<file path="src/rtl/mem36_parity_ctrl.sv">
// rtl/mem36_parity_ctrl.sv - requester-side parity controller for a 36-bit zero-latency memory
//
// Purpose:
//   Accepts 32-bit byte-masked requests from a core and stores one even-parity
//   bit per byte in memory bits 35:32. Reads are parity-checked. Partial writes
//   become read-modify-write sequences, because the memory always writes the
//   parity nibble.
//
// Ports:
//   clk, rstn            clock, asynchronous active-low reset
//   req_*                core request (valid/ready handshake)
//   rsp_valid/rdata/perr read response pulse, no backpressure
//   mem_*                memory request; mem_rdata valid the cycle after a read
//   err_count            parity error counter
//
// Optional feature:
//   MEM36_ERR_COUNT_EN   when defined, err_count counts response cycles that carry a
//                        parity error and saturates at 16'hFFFF; otherwise it is 0.

module mem36_parity_ctrl #(
  parameter int WIDTH = 13
) (
  input  logic             clk,
  input  logic             rstn,
  input  logic             req_valid,
  output logic             req_ready,
  input  logic             req_write,
  input  logic [3:0]       req_wmask,
  input  logic [31:0]      req_wdata,
  input  logic [WIDTH-1:0] req_addr,
  output logic             rsp_valid,
  output logic [31:0]      rsp_rdata,
  output logic [3:0]       rsp_perr,
  output logic             mem_valid,
  output logic             mem_write,
  output logic [3:0]       mem_wmask,
  output logic [35:0]      mem_wdata,
  output logic [WIDTH-1:0] mem_addr,
  input  logic [35:0]      mem_rdata,
  output logic [15:0]      err_count
);

  typedef enum logic [1:0] {IDLE, RD_RSP, RMW} state_t;

  state_t           state;
  logic [WIDTH-1:0] lat_addr;
  logic [3:0]       lat_mask;
  logic [31:0]      lat_data;

  logic        accept;
  logic        full_mask;
  logic        part_mask;
  logic [31:0] merged_data;
  logic [3:0]  merged_par;
  logic [3:0]  lat_par;

  function automatic logic [3:0] byte_par(input logic [31:0] d);
    logic [3:0] p;
    for (int i = 0; i < 4; i++) begin
      p[i] = ^d[8*i +: 8];
    end
    return p;
  endfunction

  assign req_ready = (state == IDLE);
  assign accept    = req_valid & req_ready;
  assign full_mask = &req_wmask;
  assign part_mask = (|req_wmask) & ~full_mask;

  always_ff @(posedge clk or negedge rstn) begin
    if (!rstn) begin
      state    <= IDLE;
      lat_addr <= '0;
      lat_mask <= '0;
      lat_data <= '0;
    end else begin
      case (state)
        IDLE: begin
          if (accept) begin
            if (!req_write) begin
              state <= RD_RSP;
            end else if (part_mask) begin
              lat_addr <= req_addr;
              lat_mask <= req_wmask;
              lat_data <= req_wdata;
              state    <= RMW;
            end
          end
        end
        RD_RSP:  state <= IDLE;
        RMW:     state <= IDLE;
        default: state <= IDLE;
      endcase
    end
  end

  // Unwritten bytes keep their old parity bit so a pre-existing error in
  // them stays visible to later reads.
  assign lat_par = byte_par(lat_data);

  always_comb begin
    merged_data = '0;
    merged_par  = '0;
    for (int i = 0; i < 4; i++) begin
      merged_data[8*i +: 8] = lat_mask[i] ? lat_data[8*i +: 8] : mem_rdata[8*i +: 8];
      merged_par[i]         = lat_mask[i] ? lat_par[i] : mem_rdata[32+i];
    end
  end

  // Memory request is combinational; gating with rstn drops any in-flight
  // access the moment reset asserts.
  always_comb begin
    mem_valid = 1'b0;
    mem_write = 1'b0;
    mem_wmask = 4'h0;
    mem_wdata = 36'h0;
    mem_addr  = '0;
    if (rstn) begin
      case (state)
        IDLE: begin
          if (accept) begin
            if (!req_write) begin
              mem_valid = 1'b1;
              mem_addr  = req_addr;
            end else if (full_mask) begin
              mem_valid = 1'b1;
              mem_write = 1'b1;
              mem_wmask = 4'hF;
              mem_wdata = {byte_par(req_wdata), req_wdata};
              mem_addr  = req_addr;
            end else if (part_mask) begin
              mem_valid = 1'b1;
              mem_addr  = req_addr;
            end
          end
        end
        RMW: begin
          mem_valid = 1'b1;
          mem_write = 1'b1;
          mem_wmask = 4'hF;
          mem_wdata = {merged_par, merged_data};
          mem_addr  = lat_addr;
        end
        default: ;
      endcase
    end
  end

  assign rsp_valid = (state == RD_RSP);
  assign rsp_rdata = rsp_valid ? mem_rdata[31:0] : 32'h0;
  assign rsp_perr  = rsp_valid ? (byte_par(mem_rdata[31:0]) ^ mem_rdata[35:32]) : 4'h0;

`ifdef MEM36_ERR_COUNT_EN
  logic [15:0] err_cnt_q;

  always_ff @(posedge clk or negedge rstn) begin
    if (!rstn) begin
      err_cnt_q <= '0;
    end else if (rsp_valid && (|rsp_perr) && (err_cnt_q != 16'hFFFF)) begin
      err_cnt_q <= err_cnt_q + 16'd1;
    end
  end

  assign err_count = err_cnt_q;
`else
  assign err_count = 16'h0;
`endif

endmodule
</file>
<file path="config.mk">
export PLATFORM = sky130hd
export DESIGN_NAME = mem36_parity_ctrl
export DESIGN_NICKNAME = d
export VERILOG_FILES = /design/src/rtl/mem36_parity_ctrl.sv
export SDC_FILE = /design/constraint.sdc
export NUM_CORES = 1
export LEC_CHECK = 0
export ABC_AREA = 1
export BUFFER_PORTS_ARGS = -buffer_cell sky130_fd_sc_hd__buf_4
export CAP_MARGIN = 15
export CORE_MARGIN = 5
export CORE_UTILIZATION = 54
export CTS_CLUSTER_DIAMETER = 100
export CTS_CLUSTER_SIZE = 30
export DETAILED_ROUTE_END_ITERATION = 16
export GPL_TIMING_DRIVEN = 0
export PLACE_DENSITY_LB_ADDON = 0.15
export SKIP_CTS_REPAIR_TIMING = 1
export SLEW_MARGIN = 0
export SYNTH_ARGS = -nofsm -noshare
export SYNTH_HDL_FRONTEND = slang
export SYNTH_SLANG_ARGS = --single-unit
</file>
<file path="constraint.sdc">
create_clock -name clk -period 5.15 [get_ports clk]
set_input_delay 0.7725 -clock clk [delete_from_list [all_inputs] [get_ports clk]]
set_output_delay 0.7725 -clock clk [all_outputs]
set_load 0.005 [all_outputs]
</file>
# After elaboration in Yosys (flattened, before gate mapping)
# Cells that the tools add are included.
[classes] n_lt_le_gt_ge=0 shift=0 mul=0 add_sub_neg=0 n_div=0 eq_ne=4 bitwise_logic=4 n_reduce_logical=17 muxes=41
[ops] cell="$mux 36" count=4
[ops] cell="$reduce_xor 8->1" count=12
[ops] cell="$pmux 36 s2" count=1
[ops] cell="$mux 13" count=5
[ops] cell="$mux 32" count=1
[ops] cell="$mux 8" count=4
[ops] cell="$pmux 13 s2" count=1
[ops] cell="$mux 4" count=5
[ops] cell="$mux 1" count=13
[ops] cell="$mux 2" count=4
[ops] cell="$pmux 4 s2" count=1
[ops] cell="$reduce_and 4->1" count=2
[ops] cell="$pmux 1 s2" count=2
[ops] cell="$reduce_or 4->1" count=1
[ops] cell="$xor 4x4->4" count=1
[ops] cell="$ne 3x2->1 const B" count=1
[ops] cell="$and 1x1->1" count=2
[ops] cell="$eq 2x1->1 const B" count=1
[ops] cell="$eq 2x2->1 const B" count=1
[ops] cell="$logic_not 2->1" count=1
[ops] cell="$ne 2x1->1 const B" count=1
[ops] cell="$reduce_and 2->1" count=1
[ops] cell="$not 1->1" count=1
[word_totals] inputBits=89 latchBits=0 ramBits=0 word_cells=70 mem_bits_ro=0 regBits=51 n_memories=0 out_inout_bits=109

# Depth between registers and ports, before layout
# Gate-level depths: netlist of run 1.
[logic_depth] ltp_word=9 mapped_depth=10 mapped_depth_nobuf=10

# Worst setup path before layout of run 1
# Ideal clock, no wire load.
[synth_path] path_kind="input to output" startpoint="input port req_wmask[2]" endpoint="output port mem_wmask[0]" t_required_ns=4.378 n_path_buf=2 cell_stages=6 slack_ns=2.513 arrival_time_ns=1.865 cell_sequence="nand4_1 -> nor3_4 -> buf_6 -> nor2_1 -> nor2_1 -> buf_4"
[synth_between] elab_chain_len=6
[synth_lines] item="start: declaration" line_no="28" text="input logic [3:0] req_wmask,"
[synth_lines] item="$reduce_and 4->1" line_no="67" text="assign full_mask = &req_wmask;"
[synth_lines] item="$mux 4" line_no="125" text="end else if (full_mask) begin"
[synth_lines] item="$mux 4" line_no="122" text="if (!req_write) begin"
[synth_lines] item="$mux 4" line_no="121" text="if (accept) begin"
[synth_lines] item="$pmux 4 s2" line_no="119" text="case (state)"
[synth_lines] item="$mux 4" line_no="118" text="if (rstn) begin"
[synth_lines] item="end: declaration" line_no="36" text="output logic [3:0] mem_wmask,"
# Every way passes these cells.

# Final worst setup path of run 1
[layout_path] startpoint="input port rstn" endpoint="output port mem_wmask[2]"
[layout_between] elab_chain_len=1
[layout_lines] item="start: declaration" line_no="24" text="input logic rstn,"
[layout_lines] item="$mux 4" line_no="118"
# Every way passes these cells.

==> out/metrics.yaml, run 1 <==
pwr:
  ir_worst_vdd_v: 0.000132
  leakagePower_uw: 0.00362
  p_per_area_nw_per_um2: 231
  power.net_switching_uw: 636
  pwr-share-seq_pct: 37.0
  pwr-share-clk_pct: 16.8
  comb_power_share_pct: 46.2
  p_int_uw: 874
  p_sw_share_pct: 42.1
global_route:
  grt_pass1_vias: 5617
  grt_usage_pct: 27.1
  antenna_found_initial: 0
  overflow: 0
  grt_pass1_wl_um: 25500
  grt_max_degree: 53
sta:
  fin_setup_tns_ns: 0
  fin_crit_ns: 3.39
  hold_viol: 0
  worst_pin_slew_ns: 0.685
  rsz0062_at_grt: "false"
  worst_hold_slack_ns: 0.481
  clock_skew_ns: 0.00860
  timing.final.ws_setup_ns: 1.76
  setup_viol: 0
  drv_slew: 0
  max_slew_margin_pct: 54.3
  period_share_pct: 65.9
  max_freq_mhz: 295
run:
  max-cap-violations: 0
cells_and_area:
  multi_input_area_um2: 2950
  area_growth_pct: 33.7
  seq_area_um2: 1280
  fin_nets: 1122
  antenna_cells: 0
  fillCellCount: 804
  drive_gt1_share_pct: 22.1
synthesis:
  yosys.cell_types.count: 22
  synth_area_per_cell_um2: 5.89
  syn_area_um2: 4890
  syn_inst: 830
  synth.area.top_cells: "dfrtp_1 (26%), nand2_1 (22%), inv_1 (8.1%)"
  yosys_warnings: 0
  synthArstFlopShare_pct: 100
  yosysSeqAreaShare_pct: 26.1
  synth_seq_cells: 51
  ys.flop_type: "dfrtp_1"
  synthTopCellsByCount: "nand2_1 (290), inv_1 (106), nor2_1 (96)"
  synth-edff-count: 0
  yosysMostFrequentCell: "nand2_1"
  netlist.area_leader.share_pct: 26.1
  yosys.area.top_type: "dfrtp_1"
clocking:
  clock_path_buffers: 2
  cts_buffers: 5
  htreeDepth: 2
  tritoncts: "built"
  worst_skew_pair.late_latency_ns: 0.30
  cts-root-buf: "clkbuf_8"
  path_clk_slew_ns: 0.10
  clock-sinks: 51
die:
  start_util_pct: 55.8
  die_area_um2: 11100
  die_h_um: 105
  coreArea_um2: 8760
  ios: 198
  die_w_um: 105
  num_rows: 34
drt:
  via_per_inst: 5.05
  firstDrtPassIters: 5
  routed_wl_um: 15300
  drc: 0
  via_count: 5769
  post_drt_wl_per_cell_um: 13.4
  ant_nets: 0
  drt_iter0_markers: 258
placement:
  post-place-ws_ns: 1.67
  hpwl_um: 12000
  port_buffers: 181
  gp_congestion: 0.887
worst_setup_path:
  start_kind: "input pin"
  r2r_start: "state[1]"
  cp-end-kind: "output port"
  reg2reg_to: "lat_data[25]"
  cp_max_fo: 52
  crit_type: "in -> out"
  critPathArrivalTime_ns: 2.62
  critPathLaunch: "rstn"
  endpoint: "mem_wmask[2]"
  required_ns: 4.38
  rr_worst_depth: 5
  ff2ff_setup_slack_ns: 3.40
hold_path:
  worstHoldPathType: "in -> async"
status:
  status: "complete, no violations"
==> placed cells by master, fill, tap and decap left out, types with 4 or more instances in the layout <==
cell,count
nor2_1,96
xor2_1,15
a21oi_1,44
a22oi_1,23
nand2b_1,8
o21ai_0,77
nand3_1,19
buf_6,4
nand2_1,290
o21ai_1,9
clkbuf_8,5
inv_1,106
dfrtp_1,51
buf_4,202
conb_1,16
xnor2_1,32
buf_2,11
clkbuf_1,16
==> metal layers <==
layer  GRT usage (%)  share of wire, %
met1            35.7                43
met3            4.32               8.4
met4            5.75               1.3
met5               0                 0
met2            47.0                48
==> flip-flops by register name, indices dropped and copies added (netlist names) <==
register	cells
state	2
lat_addr	13
lat_data	32
lat_mask	4
==> through the flow <==
step,area [um^2],util [%],total power (uW),std cells
CTS,6530,74.6,1510,1142
global placement,6440,73.5,1240,1134
floorplan,4940,-,1010,845
global route,6530,74.6,1650,1142
finish,6530,74.6,1510,1142
detailed placement,6440,73.5,1260,1134
==> critical path: stages <==
cell      delay, ns
buf_4          0.51
clkinv_1       0.36
clkbuf_1       0.35
nor2_1         0.33
buf_4          0.17
buf_4          0.10
==> layout make-up <==
| type | count | share of cell area [%] |
|---|---|---|
| plain buffers | 52 | 4.86 |
| clock buffers | 5 | 1.05 |
| clock inverters | 3 | 0.402 |
| inverters | 108 | 6.20 |
| multi-input cells | 634 | 45.1 |
| flip-flops and latches | 51 | 19.5 |
| well taps | 108 | 2.07 |
| repair buffers | 181 | 20.8 |
==> cells by family (layout without fill, tap and decap cells) <==
group	Yosys count	count (layout)	synth area share (%)
other cells	1	16	0.0767
compound gates	153	153	16.8
simple gates	418	418	33.8
buf+inv	160	349	14.8
flops	51	51	26.1
xor+xnor	47	47	8.42
==> power groups by stage <==
stage	Clock [uW]	Combinational [uW]	Sequential [uW]
floorplan	0	462	546
global placement	0	673	562
detailed placement	0	694	563
CTS	255	696	557
global route	269	809	572
finish	253	697	559
==> how the worst min path moves through the flow <==
stage | startpoint | end | slack (ns) | depth (start not counted)
floorplan | rstn | lat_addr[0] | 0.48 | 0
global placement | lat_addr[0] | lat_addr[0] | 0.51 | 2
detailed placement | lat_addr[9] | lat_addr[9] | 0.53 | 2
CTS | rstn | lat_data[12] | 0.52 | 1
global route | rstn | lat_data[12] | 0.56 | 1
finish | rstn | lat_data[12] | 0.48 | 1
Note: power is estimated with default switching activity, not from simulation.
==> run 2: changes to the inputs <==
Settings changed: CORE_UTILIZATION 54 to 50.
Clock period 5.15 ns to 3.4 ns, I/O delays scaled along.
==> run 2 against run 1 <==
Net effect:
- cell area rose by 1.1%
- clock-buffer cell count did not move
- flip-flop and latch count did not move
- routed wire length fell by 1.5%
- hold slack got worse by 0.26 ns
- clock skew barely moved
- sequential share of layout area fell by 0.21 points
- setup slack got worse by 1.2 ns
- die area rose by 7.2%
- clock power rose by 100%
==> out/metrics.yaml, run 2 (synthesis gave the netlist of run 1 again) <==
global_route:
  grt_pass1_wl_um: 24600  # -3.7%
  grt_max_degree: 53  # unchanged
  grt_usage_pct: 25.5  # -1.6 points
  overflow: 0  # unchanged
  antenna_found_initial: 0  # unchanged
  grt_pass1_vias: 5277  # -6.1%
die:
  die_area_um2: 11900  # +7.2%
  ios: 198  # unchanged
  die_h_um: 109  # +3.6%
  num_rows: 36  # +5.9%
  start_util_pct: 50.7  # -5.1 points
  coreArea_um2: 9640  # +10%
  die_w_um: 109  # +3.6%
placement:
  place_area_um2: 6470  # +0.49%
  hpwl_um: 11800  # -1.2%
  gp_congestion: 0.852  # -3.9%
  port_buffers: 181  # unchanged
run:
  max-cap-violations: 0  # unchanged
worst_setup_path:
  crit_family: "buffers and inverters"
  rr_worst_depth: 5  # unchanged
  ff2ff_setup_slack_ns: 1.72  # -1.68 ns
  critical_path.cell_chain: "buf_4, clkinv_1, clkbuf_1, nor2_1, buf_4, buf_4"
  required_ns: 2.89  # -1.49 ns
  crit_buf_inv: 5  # unchanged
  r2r_start: "state[1]"
  crit_slowest_cell: "buf_4"
  reg2reg_to: "lat_data[24]"
  critPathArrivalTime_ns: 2.38  # -0.24 ns
  cp-end-kind: "output port"
  crit_top_cell: "buf_4"
  crit_type: "in -> out"
  start_kind: "input pin"
  cpPeakStageDelay_ns: 0.52  # about the same
  cp_max_fo: 52  # unchanged
drt:
  drc: 0  # unchanged
  top_layer_used: "met4"
  routed_wl_um: 15100  # -1.5%
  drt-met1-wl_um: 6530  # +0.49%
  wl_met3_um: 1280  # -0.85%
  firstDrtPassIters: 5  # unchanged
  via_count: 5662  # -1.9%
  drt_iter0_markers: 393  # +52%
  via_per_inst: 4.85  # -4.0%
  ant_nets: 0  # unchanged
  dr_wl_met2_um: 7130  # -2.2%
  post_drt_wl_per_cell_um: 12.9  # -3.6%
sta:
  setup_viol: 0  # unchanged
  fin_setup_tns_ns: 0  # unchanged
  max_freq_mhz: 347
  worst_hold_slack_ns: 0.223  # -0.258 ns
  hold_viol: 0  # unchanged
  max_slew_margin_pct: 53.7  # -0.55 points
  rsz0062_at_grt: "false"
  fin_crit_ns: 2.89
  period_share_pct: 84.9
  worst_pin_slew_ns: 0.694  # +0.00831 ns
  drv_slew: 0  # unchanged
  clock_skew_ns: 0.00853  # -0.0000779 ns
cells_and_area:
  fin_nets: 1122  # unchanged
  largestRegisters: "lat_data x32, lat_addr x13, lat_mask x4"
  post-route-cell-area_um2: 6610  # +1.1%
  layout.cells.most_common: "nand2_1"
  largest_reg_flops: 32  # unchanged
  fillCellCount: 924  # +15%
  regMostFlops: "lat_data"
  layout_common_cells: "nand2_1 (290), buf_4 (202), inv_1 (106)"
  antenna_cells: 0  # unchanged
  drive_gt1_share_pct: 22.1  # unchanged
  area_growth_pct: 35.1
clocking:
  clock_path_buffers: 2  # unchanged
  cts-root-buf: "clkbuf_8"
  htreeDepth: 2  # unchanged
  cts_buffers: 5  # unchanged
  worst_skew_pair.late_latency_ns: 0.30  # about the same
  clock-sinks: 51  # unchanged
  tritoncts: "built"
  path_clk_slew_ns: 0.10  # about the same
hold_path:
  worstHoldPathType: "in -> async"
status:
  status: "complete, no violations"
pwr:
  leakagePower_uw: 0.00363  # +0.42%
  ir_worst_vdd_v: 0.000273  # +110%
  p_per_area_nw_per_um2: 363  # +57%
-- run 2: cell count changes in the layout (fill, tap and decap cells not counted) --
cell	before	now
clkinvlp_4	0	1
inv_6	2	0
clkinv_4	1	0
bufinv_16	0	2
-- run 2: stage by stage --
| stage | total power (uW) | worst slack [ns] | util, % | cells |
|---|---|---|---|---|
| after floorplan | 1530 | 1.29 | - | 845 |
| after global placement | 1880 | 0.497 | 67.1 | 1159 |
| after detailed placement | 1900 | 0.493 | 67.1 | 1159 |
| after CTS | 2410 | 0.481 | 68.5 | 1167 |
| after global routing | 2620 | 0.233 | 68.5 | 1167 |
| final | 2400 | 0.515 | 68.5 | 1167 |
-- run 2: layer usage --
metal | vias up | global-route usage (%)
met5 | - | 0
met4 | 0 | 3.43
met3 | 9 | 4.74
met2 | 189 | 44.3
met1 | 2524 | 33.9
li1 | 2940 | -
-- run 2: layout make-up --
class / count / area (um^2) / share of cell area (%)
clock buffer: 5 / 68.8 / 1.04
sequential: 51 / 1280 / 19.3
buffer: 52 / 318 / 4.81
timing repair buffer: 181 / 1360 / 20.6
tap: 133 / 166 / 2.52
inverter: 108 / 405 / 6.14
clock inverter: 3 / 67.6 / 1.02
multi-input combinational: 634 / 2950 / 44.6
-- run 2: worst max path at each step --
| stage | from | endpoint | slack [ns] | cells past startpoint |
|---|---|---|---|---|
| finish | rstn | mem_wmask[2] | 0.51 | 6 |
| global route | rstn | mem_wmask[0] | 0.23 | 6 |
| CTS | rstn | mem_wmask[0] | 0.48 | 6 |
| floorplan | req_wmask[2] | mem_wmask[0] | 1.29 | 6 |
| detailed placement | rstn | mem_wmask[0] | 0.49 | 6 |
| global placement | rstn | mem_wmask[2] | 0.50 | 6 |
-- run 2: power by group --
group          internal (uW)  switching (uW)  total (uW)
combinational            437             612        1050
sequential               734             111         844
clock                    294             212         505
